--- src/rtl/iecdrv_rom_arbiter.sv ---
// Shared-ROM fetch arbiter: on each ph2_f it snapshots every drive's address,
// issues the drives to the single ROM port in slot order, and steers each
// returned byte back into that drive's data register.

// One drive's fetched-byte register; it holds its value between rounds.
module iecdrv_rom_lane (
  input  logic       clk,
  input  logic       reset,
  input  logic       we,
  input  logic [7:0] d,
  output logic [7:0] q
);
  // Capture the ROM byte when this lane's slot comes back.
  always_ff @(posedge clk) begin
    if (reset)   q <= 8'hFF;
    else if (we) q <= d;
  end
endmodule

module iecdrv_rom_arbiter #(
  parameter int NDRV   = 4,
  parameter int RD_LAT = 1,
  parameter int AW     = 15
) (
  input  logic              clk,
  input  logic              reset,
  input  logic              ph2_f,
  input  logic [NDRV*AW-1:0] drv_addr,
  input  logic [1:0]        rom_sz,
  input  logic              stdrom,
  input  logic [7:0]        rom_q,
  output logic [AW-1:0]     rom_addr,
  output logic [NDRV*8-1:0] drv_data,
  output logic              round_done,
  output logic              busy,
  output logic              overrun
);
  localparam int SW = (NDRV > 1) ? $clog2(NDRV) : 1;
  localparam logic [SW-1:0] LAST = SW'(NDRV - 1);

  typedef enum logic [1:0] {IDLE, ISSUE, DRAIN} state_t;

  state_t                   state, state_nx;
  logic [SW-1:0]            slot, slot_nx;
  logic [NDRV-1:0][AW-1:0]  snap;
  logic [RD_LAT-1:0]        tag_vld;
  logic [RD_LAT-1:0][SW-1:0] tag_slot;
  logic                     issue, last_cap, abandon, cap;

  // Bank-select masking: bit 14 only exists in 32K mode, bit 13 in 16K/32K
  // mode or when the standard ROM is fitted; nothing above bit 14 is decoded.
  function automatic logic [AW-1:0] mask_addr(input logic [AW-1:0] a,
                                               input logic [1:0] sz,
                                               input logic std);
    logic [15:0] t;
    t     = 16'(a);
    t[15] = 1'b0;
    t[14] = t[14] & sz[1];
    t[13] = t[13] & (sz[0] | std);
    return t[AW-1:0];
  endfunction

  assign busy     = (state != IDLE);
  assign last_cap = tag_vld[RD_LAT-1] && (tag_slot[RD_LAT-1] == LAST);
  // A new strobe only counts as an overrun if it lands before the final
  // capture; landing on the final capture simply chains the next round.
  assign abandon  = ph2_f && busy && !last_cap;
  assign issue    = (state == ISSUE) && !ph2_f;
  assign cap      = tag_vld[RD_LAT-1] && !abandon;

  // Next-state: a strobe always (re)starts at slot 0; otherwise walk the slots.
  always_comb begin
    state_nx = state;
    slot_nx  = slot;
    if (ph2_f) begin
      state_nx = ISSUE;
      slot_nx  = '0;
    end else begin
      case (state)
        ISSUE:   if (slot == LAST) state_nx = DRAIN;
                 else              slot_nx  = slot + SW'(1);
        DRAIN:   if (last_cap)     state_nx = IDLE;
        default: ;
      endcase
    end
  end

  // State register.
  always_ff @(posedge clk) begin
    if (reset) begin
      state <= IDLE;
      slot  <= '0;
    end else begin
      state <= state_nx;
      slot  <= slot_nx;
    end
  end

  // Snapshot, address issue, slot-tag pipeline and status flags.
  always_ff @(posedge clk) begin
    if (reset) begin
      snap       <= '0;
      rom_addr   <= '0;
      tag_vld    <= '0;
      tag_slot   <= '0;
      round_done <= 1'b0;
      overrun    <= 1'b0;
    end else begin
      if (ph2_f)   snap    <= drv_addr;
      if (abandon) overrun <= 1'b1;
      if (issue)   rom_addr <= mask_addr(snap[slot], rom_sz, stdrom);
      round_done <= cap && last_cap;
      for (int i = RD_LAT - 1; i > 0; i--) begin
        tag_vld[i]  <= tag_vld[i-1] && !abandon;
        tag_slot[i] <= tag_slot[i-1];
      end
      tag_vld[0]  <= issue;
      tag_slot[0] <= slot;
    end
  end

  // Per-drive byte registers; only the returning slot's lane is written.
  for (genvar g = 0; g < NDRV; g++) begin : g_lane
    localparam logic [SW-1:0] IDX = SW'(g);
    iecdrv_rom_lane u_lane (
      .clk   (clk),
      .reset (reset),
      .we    (cap && (tag_slot[RD_LAT-1] == IDX)),
      .d     (rom_q),
      .q     (drv_data[g*8 +: 8])
    );
  end
endmodule

--- config.mk ---
export PLATFORM = sky130hd
export DESIGN_NAME = iecdrv_rom_arbiter
export DESIGN_NICKNAME = d
export VERILOG_FILES = /design/src/rtl/iecdrv_rom_arbiter.sv
export SDC_FILE = /design/constraint.sdc
export NUM_CORES = 1
export LEC_CHECK = 0
export BUFFER_PORTS_ARGS = -buffer_cell sky130_fd_sc_hd__buf_4
export CAP_MARGIN = 20
export CORE_UTILIZATION = 39
export DETAILED_ROUTE_END_ITERATION = 7
export GPL_TIMING_DRIVEN = 0
export PLACE_DENSITY_LB_ADDON = 0.1
export SLEW_MARGIN = 30
export SYNTH_ARGS = -nofsm -noshare
export SYNTH_HDL_FRONTEND = slang
export SYNTH_SLANG_ARGS = --single-unit
--- constraint.sdc ---
create_clock -name clk -period 3.1 [get_ports clk]
set_input_delay 0.155 -clock clk [delete_from_list [all_inputs] [get_ports clk]]
set_output_delay 0.155 -clock clk [all_outputs]
set_load 0.02 [all_outputs]
==> results of run 1 <==
==> sequential cells by signal (all words and copies together), names as in the netlist <==
name	cells
round_done	1
snap	60
tag_slot	2
g_lane.u_lane.q	32
tag_vld	1
rom_addr	15
state	2
overrun	1
slot	2
==> synthesized netlist by cell type (2+ instances only) <==
cell type | n | share of area, %
nand4b_1 | 2 | 0.39
a22o_1 | 14 | 2.7
buf_6 | 2 | 0.50
nand2_1 | 17 | 1.4
nor3_1 | 2 | 0.22
buf_2 | 8 | 0.89
mux4_1 | 9 | 5.2
nand3b_1 | 8 | 1.3
clkbuf_1 | 8 | 0.66
mux4_2 | 6 | 3.0
buf_4 | 7 | 1.2
buf_1 | 2 | 0.17
nor2_1 | 97 | 8.1
nor2b_1 | 2 | 0.28
dfxtp_1 | 116 | 51
nor3b_1 | 2 | 0.33
mux2i_1 | 85 | 19
==> cell type report <==
| type | instances | area [µm²] | area share, % |
|---|---|---|---|
| Timing Repair Buffer | 183 | 1520 | 22.1 |
| Clock buffer | 19 | 443 | 6.43 |
| Clock inverter | 13 | 230 | 3.34 |
| Tap cell | 140 | 175 | 2.54 |
| Sequential cell | 116 | 2320 | 33.7 |
| Multi-Input combinational cell | 259 | 2020 | 29.3 |
| Buffer | 29 | 178 | 2.58 |
==> kinds of logic after synthesis <==
group,synth area share [%]
AOI/OAI and AO/OA,3.90
xor gates and xnor gates,0.194
adders and majority gates,0.277
buffers and inverters,3.93
DFF,51.4
muxes,27.0
and+or+nand+nor,13.3
==> critical path, delay by kind of cell (launching register included) <==
kind                   cells  cell delay (ps)
AO/OA/AOI/OAI              1              210
buffers and inverters      2              710
flip-flops                 1              340
multiplexers               1              430
==> path summary, 6_finish.rpt <==
path	from	end	depth (start not counted)
setup / recovery	slot[0]	rom_addr[8]	4
hold / removal	drv_addr[47]	snap[47]	3
setup reg to reg	slot[0]	rom_addr[8]	4
hold reg to reg	rom_addr[14]	rom_addr[14]	1
==> per-stage QoR <==
stage                     hold WS [ps]  instances  total power [mW]  area (µm²)
after floorplan                    279        404              1.78        4520
after global placement             384        667              1.91        5620
after detailed placement           390        667              1.92        5620
after CTS                        0.438        759              4.19        6890
after global routing              13.2        759              4.31        6890
final                             6.17        759              4.16        6890
==> power breakdown <==
| group | switching, mW | leakage (nW) | internal [mW] | total (mW) |
|---|---|---|---|---|
| clock network | 0.685 | 0.319 | 1.53 | 2.21 |
| logic | 0.159 | 1.98 | 0.212 | 0.371 |
| registers | 0.0308 | 0.950 | 1.55 | 1.58 |
==> layout by cell type, fill, tap and decap left out, types with 3 or more instances in the layout <==
cell and instances:
clkinvlp_4 3, nor2_1 97, nand2_1 17, a22o_1 14, clkbuf_1 9, dfxtp_1 116, mux4_1 9, mux4_2 6
clkbuf_16 17, bufinv_16 6, buf_4 130, nand3b_1 8, mux2i_1 85, dlygate4sd3_1 60, buf_2 8
==> per-layer routing <==
metal	share of wire, %	GRT usage (%)
met5	0	0
met4	1.0	7.43
met3	6.2	6.05
met2	49	35.8
met1	44	27.5
==> results.md, run 1 <==
* CTS Buf Count at 17
* Dpl hpwl at 8.14 mm
* Synth Register Bits at between 100 and 150
* Final nets at 681
* Vias at 3,683
* Class of the most critical setup path: reg2reg
* PortBufs at ~120
* Synth Area per Inst at 11.2 µm²
* # DRC at 0
* Die Height at 110 µm
* Initial DRC Count at ~130
* CP max stage delay at 560 ps
* Crit-path cells: buf_6, clkbuf_1, mux4_2, a22o_1
* Sequential share of the synthesized area at 51.4%
* Status: completed
* Initial antenna violation count at 0
* Initial Util at 40.8%
* Total Neg Setup Slack at 0 ps
* Worst Setup End Kind: register
* Ant. Diodes at 0
* Max Clk Rate at between 500 and 600 MHz
* Count of cell types in the netlist at 34
* Post-CTS sizing at 0
* Pins Over Slew Limit at 0
* FFs w/ async S/R, synth at 0%
* Minimum clock period at 1800 ps
* Fin. Hold Viols at 0
* YS warnings at 0
* First-pass GRT wire length at 18.8 mm
* Maximum VDD drop at 0.000367 V
* WP data arrival at 2110 ps
* Final setup violation count at 0
* Final Cycle Share at 58.1%
* Max clock buf depth at 2
* Post-Synthesis Cells at between 400 and 500
* Vias in the first global route at between 3k and 4k
* Vias per inst at ~4.9
* Ratio of cells with drive above 1 in the final layout at 29.7%
* CP max stage cell: clkbuf_1
* CTS Root Cell: clkbuf_16
* Worst setup SP type: register
* Routed wire per std cell at approximately 16 µm
* Number of setup buffers added after CTS at 0
* Lkg Pwr at 3.25 nW
* DRT antenna net count at 0
* Syn nets at between 400 and 500
* Drt pass-1 iters at 6
* Power Density at 604 nW/µm²
* Final core occ at between 60 and 70%
* Maxcap violations at 0
* # rows at 38
* Fin worst setup slack at 1300 ps
* CTS H-tree lvls at 4
* Number of flops mapped to enable cells by yosys at 0
* Skew-Pair Late Insertion Delay at 410 ps
* Core area at approximately 11,000 µm²
* CTS Hold Bufs at 60
* TritonCTS clock tree: built
* Total grt overflow at 0
* Mapped Area at 4520 µm²
* Total Wirelength at 12.2 mm
* Critical Path RT at around 3400 ps
* Unrepaired setup endpoints after global routing: false
* Fillers at 930
* RePlAce Congestion at 0.755
* Layout area overhead at 52.5%
* CTS clk-pin slew, worst paths at about 60 ps
* Pin count of the biggest net entering global routing at 17
* Rel. slew slack at 52.0%
* Worst Path Max Fanout at 10
* Total die area at between 10,000 and 15,000 µm²
* Commonest register cell after synthesis: dfxtp_1
* CTS Sinks at 116
* Pre-CTS WS at 1310 ps
* Die Span X at about 110 µm
* Final setup skew at slightly below 10 ps
* R2R setup slack at 1300 ps
* Worst Max-Slew Pin Slew at 720 ps
* All-Layer GR Usage at 21.8%
* # IOs at 124
* Hold Path Class: in2reg
Power figures use the tool's default switching activity.
==> run 2, diff against run 1 <==
clock period = 1.5 ns   (was 3.1 ns; I/O delays follow)
==> run 2 against run 1 <==
  * Clock power rose by 110%
  * Sequential power is 110% higher
  * Total power is 110% higher
  * Register-to-register slack got worse by 1200 ps
  * Largest cell class unchanged
  * Utilization increased by 1.6 points
  * Flip-flop and latch count stayed put
  * Combinational power increased by 120%
  * Non-clock buffer count grew 17
  * Worst setup slack lost 1200 ps
  * Cell area is 2.6% higher
  * Global-route usage up 0.33 points
  * Clock skew up 11 ps
==> results.md, run 2 (synthesis gave the netlist of run 1 again) <==
* Worst Setup End Kind: register
* PortBufs at 123 (unchanged)
* Pin count of the biggest net entering global routing at 17 (unchanged)
* Total Neg Setup Slack at 0 ps (unchanged)
* CP max stage cell: mux4_2
* # IOs at 124 (unchanged)
* Maximum VDD drop at 0.000778 V (+110%)
* CTS H-tree lvls at 4 (unchanged)
* Multi-input gate area at 2020 µm² (+0.19%)
* Max clock buf depth at 2 (unchanged)
* Worst Path Max Fanout at 7 (-3)
* DRT antenna net count at 0 (unchanged)
* Total die area at 12,000 µm² (unchanged)
* CTS Root Cell: clkbuf_16
* Max Clk Rate at 690 MHz (+24%)
* Critical Path RT at 1810 ps (-1590 ps)
* Layout area overhead at 56.5%
* CTS clk-pin slew, worst paths at 60 ps (about the same)
* Core area at 11,100 µm² (unchanged)
* Final Cycle Share at 96.6% (+38 points)
* Final setup skew at 21.1 ps (+11.2 ps)
* Gr busiest metal: met2
* # DRC at 0 (unchanged)
* Final setup violation count at 0 (unchanged)
* All-Layer GR Usage at 22.1% (+0.33 points)
* Initial Util at 40.8% (unchanged)
* Final core occ at 63.8% (+1.6 points)
* Die Height at 110 µm (unchanged)
* Class of the most critical setup path: reg2reg
* CTS Sinks at 116 (unchanged)
* Max FFs per register at 60 (unchanged)
* Register with the most flip-flops: snap
* Maxcap violations at 0 (unchanged)
* Register area at 2320 µm² (about the same)
* Final nets at 698 (+2.5%)
* Initial DRC Count at 146 (+14%)
* Vias per inst at 4.86 (about the same)
* WP data arrival at 1750 ps (-360 ps)
* GR met3 Demand/Resource at 6.05% (unchanged)
* CTS Buf Count at 17 (unchanged)
* Skew-Pair Late Insertion Delay at 410 ps (about the same)
* Total Wirelength at 12.4 mm (+2.1%)
* Rel. slew slack at 57.9% (+5.9 points)
* Fillers at 915 (-1.6%)
* Routed wire per std cell at 16.0 µm (-0.17%)
* Leading cell type in the layout, fill and taps excluded: buf_4
* Hold Path Class: in2reg
* Worst Max-Slew Pin Slew at 631 ps (-88.6 ps)
* M2 GR Usage at 36.7% (+0.90 points)
* Vias at 3,768 (+2.3%)
* # rows at 38 (unchanged)
* First-pass GRT wire length at 19.1 mm (+1.6%)
* Finished Cell Area at 7070 µm² (+2.6%)
* Crit-path cells: buf_8, buf_12, mux4_2, a22o_1
* Commonest non-fill, non-tap cells in the layout: buf_4, dfxtp_1, nor2_1
* Status: completed
* Placed inst area at 5620 µm² (unchanged)
* TritonCTS clock tree: built
* Ant. Diodes at 0 (unchanged)
* Final Instance Count excl. Fillers at 776 (+2.2%)
* Pins Over Slew Limit at 0 (unchanged)
* Met1 Track Usage GR at 27.6% (+0.075 points)
* Drt pass-1 iters at 4 (-2)
* Placed cell count at 667 (unchanged)
* RePlAce Congestion at 0.755 (unchanged)
* Lkg Pwr at 3.33 nW (+2.6%)
* Vias in the first global route at 3,708 (+2.0%)
* Initial antenna violation count at 0 (unchanged)
* Die Span X at 110 µm (unchanged)
* Total grt overflow at 0 (unchanged)
* Ratio of cells with drive above 1 in the final layout at 30.7% (+0.94 points)
* Fin. Hold Viols at 0 (unchanged)
* Biggest registers after layout: snap x60, g_lane.u_lane.q x32, rom_addr x15
* Worst setup SP type: register
* Min Hold Slack at 72.5 ps (+66.3 ps)
* Dpl hpwl at 8.14 mm (unchanged)
* Power Density at 1220 nW/µm² (+100%)
* Minimum clock period at 1450 ps (-353 ps)
* CP max stage delay at 520 ps (-40 ps)
==> run 2: timing repair <==
| item | CTS | global route |
|---|---|---|
| pin swaps | 0 | 1 |
| setup buffers | 1 | 5 |
| endpoints found under the hold margin | 94 | 0 |
| hold buffers | 71 | 0 |
| gates resized for setup | 4 | 3 |
| cloned | 0 | 0 |
| endpoints found under the setup margin | 9 | 10 |
==> run 2: path summary, 6_finish.rpt <==
kind                              startpoint           end  slack [ps]  depth (start not counted)
worst max-delay path                 slot[1]   rom_addr[8]          50                          4
worst min-delay path                   reset       tag_vld          70                          3
worst max register to register       slot[1]   rom_addr[8]          50                          4
worst min register to register  rom_addr[14]  rom_addr[14]         480                          1
==> run 2: power breakdown <==
part | internal [mW] | switching (mW)
Combinational | 0.464 | 0.336
Sequential | 3.20 | 0.0651
Clock | 3.16 | 1.41
Total | 6.82 | 1.81
==> run 2: layout make-up <==
class | instances | share of cell area, %
Timing Repair Buffer | 200 | 23.9
Tap cell | 140 | 2.48
Sequential cell | 116 | 32.8
Multi-Input combinational cell | 259 | 28.6
Buffer | 29 | 2.62
Clock buffer | 19 | 6.26
Clock inverter | 13 | 3.25
==> run 2: metal layers <==
| layer | part of all wire [%] | wire (µm) |
|---|---|---|
| met1 | 45 | 5610 |
| met2 | 49 | 6140 |
| met3 | 4.8 | 599 |
| met4 | 0.72 | 90 |
| met5 | 0 | 0 |
==> run 2: worst max-delay path, delay by kind of cell (launching register included) <==
family,cells,cell delay (ps)
mux,1,520
flops,1,340
buf+inv,2,280
compound gates,1,210
==> run 2: stage by stage <==
step | setup slack [ps] | power, mW
3_5_place_dp | -289 | 3.97
2_1_floorplan | 82.4 | 3.67
6_report | 50.7 | 8.63
4_1_cts | 19.7 | 8.69
3_3_place_gp | -271 | 3.96
5_1_grt | -0.0775 | 8.94
==> run 3, diff against run 2 <==
CORE_UTILIZATION = 45   (was 39)
==> run 3 against run 2 <==
  * Via count is 0.85% lower
  * Worst hold slack better by 260 ps
  * Combinational power hardly changed
  * Utilization is 7.6 points higher
  * Clock-buffer cell count is 1 lower
  * Sequential share of layout area is 0.40 points higher
  * Critical path type is now reg2out
  * Largest power group unchanged
  * Highest routed layer unchanged
==> results.md, run 3 (synthesis gave the netlist of run 1 again) <==
* Worst Setup End Kind: output pin
* CTS clk-pin slew, worst paths at 60 ps (about the same)
* Max FFs per register at 60 (unchanged)
* Max Clk Rate at 692 MHz (+0.27%)
* Crit-path cells: or2_2, buf_4
* Pins Over Slew Limit at 0 (unchanged)
* Total grt overflow at 0 (unchanged)
* Final core occ at 71.5% (+7.6 points)
* Minimum clock period at 1450 ps (-3.95 ps)
* CTS H-tree lvls at 4 (unchanged)
* CTS Root Cell: clkbuf_8
* Biggest registers after layout: snap x60, g_lane.u_lane.q x32, rom_addr x15
* Fin worst setup slack at 54.7 ps (+3.95 ps)
* CP max stage delay at 400 ps (-120 ps)
* Critical Path RT at 1420 ps (-390 ps)
* # DRC at 0 (unchanged)
* CP max stage cell: dfxtp_1
* RePlAce Congestion at 0.768 (+1.6%)
* Total die area at 10,500 µm² (-13%)
* Dpl hpwl at 7.80 mm (-4.2%)
* Hold Path Class: in2reg
* TritonCTS clock tree: built
* Vias at 3,736 (-0.85%)
* Fin. Hold Viols at 0 (unchanged)
* Ratio of cells with drive above 1 in the final layout at 30.0% (-0.69 points)
* Core area at 9770 µm² (-12%)
* Worst Max-Slew Pin Slew at 666 ps (+35.1 ps)
* Routed wire per std cell at 15.5 µm (-3.6%)
* DRT antenna net count at 0 (unchanged)
* Total Wirelength at 11.9 mm (-4.7%)
* Power Density at 1160 nW/µm² (-4.6%)
* Die Span X at 102 µm (-6.8%)
* Maxcap violations at 0 (unchanged)
* Finished Cell Area at 6990 µm² (-1.2%)
* Final nets at 696 (-0.29%)
* Hold Crit Depth at 4 (+1)
* Final Cycle Share at 96.4% (-0.26 points)
* CTS Buf Count at 17 (unchanged)
* WP data arrival at 1370 ps (-380 ps)
* Vias in the first global route at 3,861 (+4.1%)
* CTS Sinks at 116 (unchanged)
* Pin count of the biggest net entering global routing at 17 (unchanged)
* Worst setup SP type: register
* Placed inst area at 5610 µm² (-0.16%)
* First-pass GRT wire length at 18.8 mm (-1.8%)
* Vias per inst at 4.87 (+0.31%)
* Class of the most critical setup path: reg2out
* Initial Util at 46.2% (+5.4 points)
* Die Height at 102 µm (-6.8%)
* Pre-CTS WS at -248 ps (+40.9 ps)
* Initial antenna violation count at 0 (unchanged)
* Final Instance Count excl. Fillers at 767 (-1.2%)
* Commonest non-fill, non-tap cells in the layout: buf_4, dfxtp_1, nor2_1
* Leading cell type in the layout, fill and taps excluded: buf_4
* Status: completed
* Register with the most flip-flops: snap
* Max clock buf depth at 2 (unchanged)
* Maximum VDD drop at 0.000908 V (+17%)
* Placed cell count at 660 (-1.0%)
* Rel. slew slack at 55.6% (-2.3 points)
* Final setup skew at 4.74 ps (-16.4 ps)
* All-Layer GR Usage at 24.4% (+2.3 points)
* Worst-case reg-to-reg path depth at 4 (unchanged)
* Total Neg Setup Slack at 0 ps (unchanged)
* Ant. Diodes at 0 (unchanged)
* Skew-Pair Late Insertion Delay at 510 ps (+100 ps)
* PortBufs at 123 (unchanged)
* Layout area overhead at 54.6%
* Fillers at 727 (-21%)
* Final setup violation count at 0 (unchanged)
* Initial DRC Count at 122 (-16%)
* # IOs at 124 (unchanged)
* # rows at 36 (-5.3%)
* Lkg Pwr at 3.29 nW (-1.2%)
* Worst Path Max Fanout at 8 (+1)
* Drt pass-1 iters at 4 (unchanged)
## run 3: changes by cell type in the layout (fill, tap and decap cells not counted), moves of 2 or more
cell | before | now
bufinv_16 | 6 | 3
dlygate4sd3_1 | 71 | 73
inv_6 | 0 | 2
clkinv_4 | 2 | 5
buf_4 | 135 | 132
## run 3: path summary, 6_finish.rpt
path,start,slack (ps),endpoint
setup / recovery,state[1],50,busy
hold / removal,drv_addr[36],330,snap[36]
setup reg to reg,slot[1],60,rom_addr[4]
hold reg to reg,g_lane[3].u_lane.q[4],480,g_lane[3].u_lane.q[4]
## run 3: metal layers
| metal | share of wire, % | track usage, % | vias up |
|---|---|---|---|
| met5 | 0 | 0 | - |
| met4 | 1.8 | 11.0 | 0 |
| met3 | 4.2 | 5.40 | 21 |
| met2 | 50 | 41.5 | 109 |
| met1 | 44 | 29.5 | 1765 |
| li1 | - | - | 1841 |
## run 3: power by group
group          internal [mW]  switching (mW)  leakage [nW]
clock                   2.59            1.48         0.288
sequential              3.20          0.0647         0.950
combinational          0.466           0.333          2.06
## run 3: layout make-up
type                    instances  area (µm²)  share of cell area (%)
plain buffers                  28         179                    2.56
clock buffers                  18         428                    6.12
clock inverters                14         179                    2.56
multi-input cells             259        2020                    29.0
flip-flops and latches        116        2320                    33.2
well taps                     133         166                    2.38
repair buffers                199        1690                    24.2
## run 3: timing repair
| action | CTS | global route |
|---|---|---|
| gates resized for setup | 2 | 4 |
| endpoints found under the setup margin | 11 | 13 |
| setup buffers | 1 | 2 |
| pin swaps | 0 | 0 |
| endpoints found under the hold margin | 99 | 0 |
| hold buffers | 73 | 0 |
## run 3: through the flow
stage | hold WS [ps] | power, mW
global placement | 303 | 3.95
CTS | 318 | 8.18
finish | 334 | 8.13
floorplan | 199 | 3.67
detailed placement | 308 | 3.97
global route | 342 | 8.41
## run 3: worst max-delay path: cells and delay by family (launching register included)
kind / cells / cell delay [ps]
buffers and inverters: 1 / 160
DFF: 1 / 400
and+or+nand+nor: 1 / 300
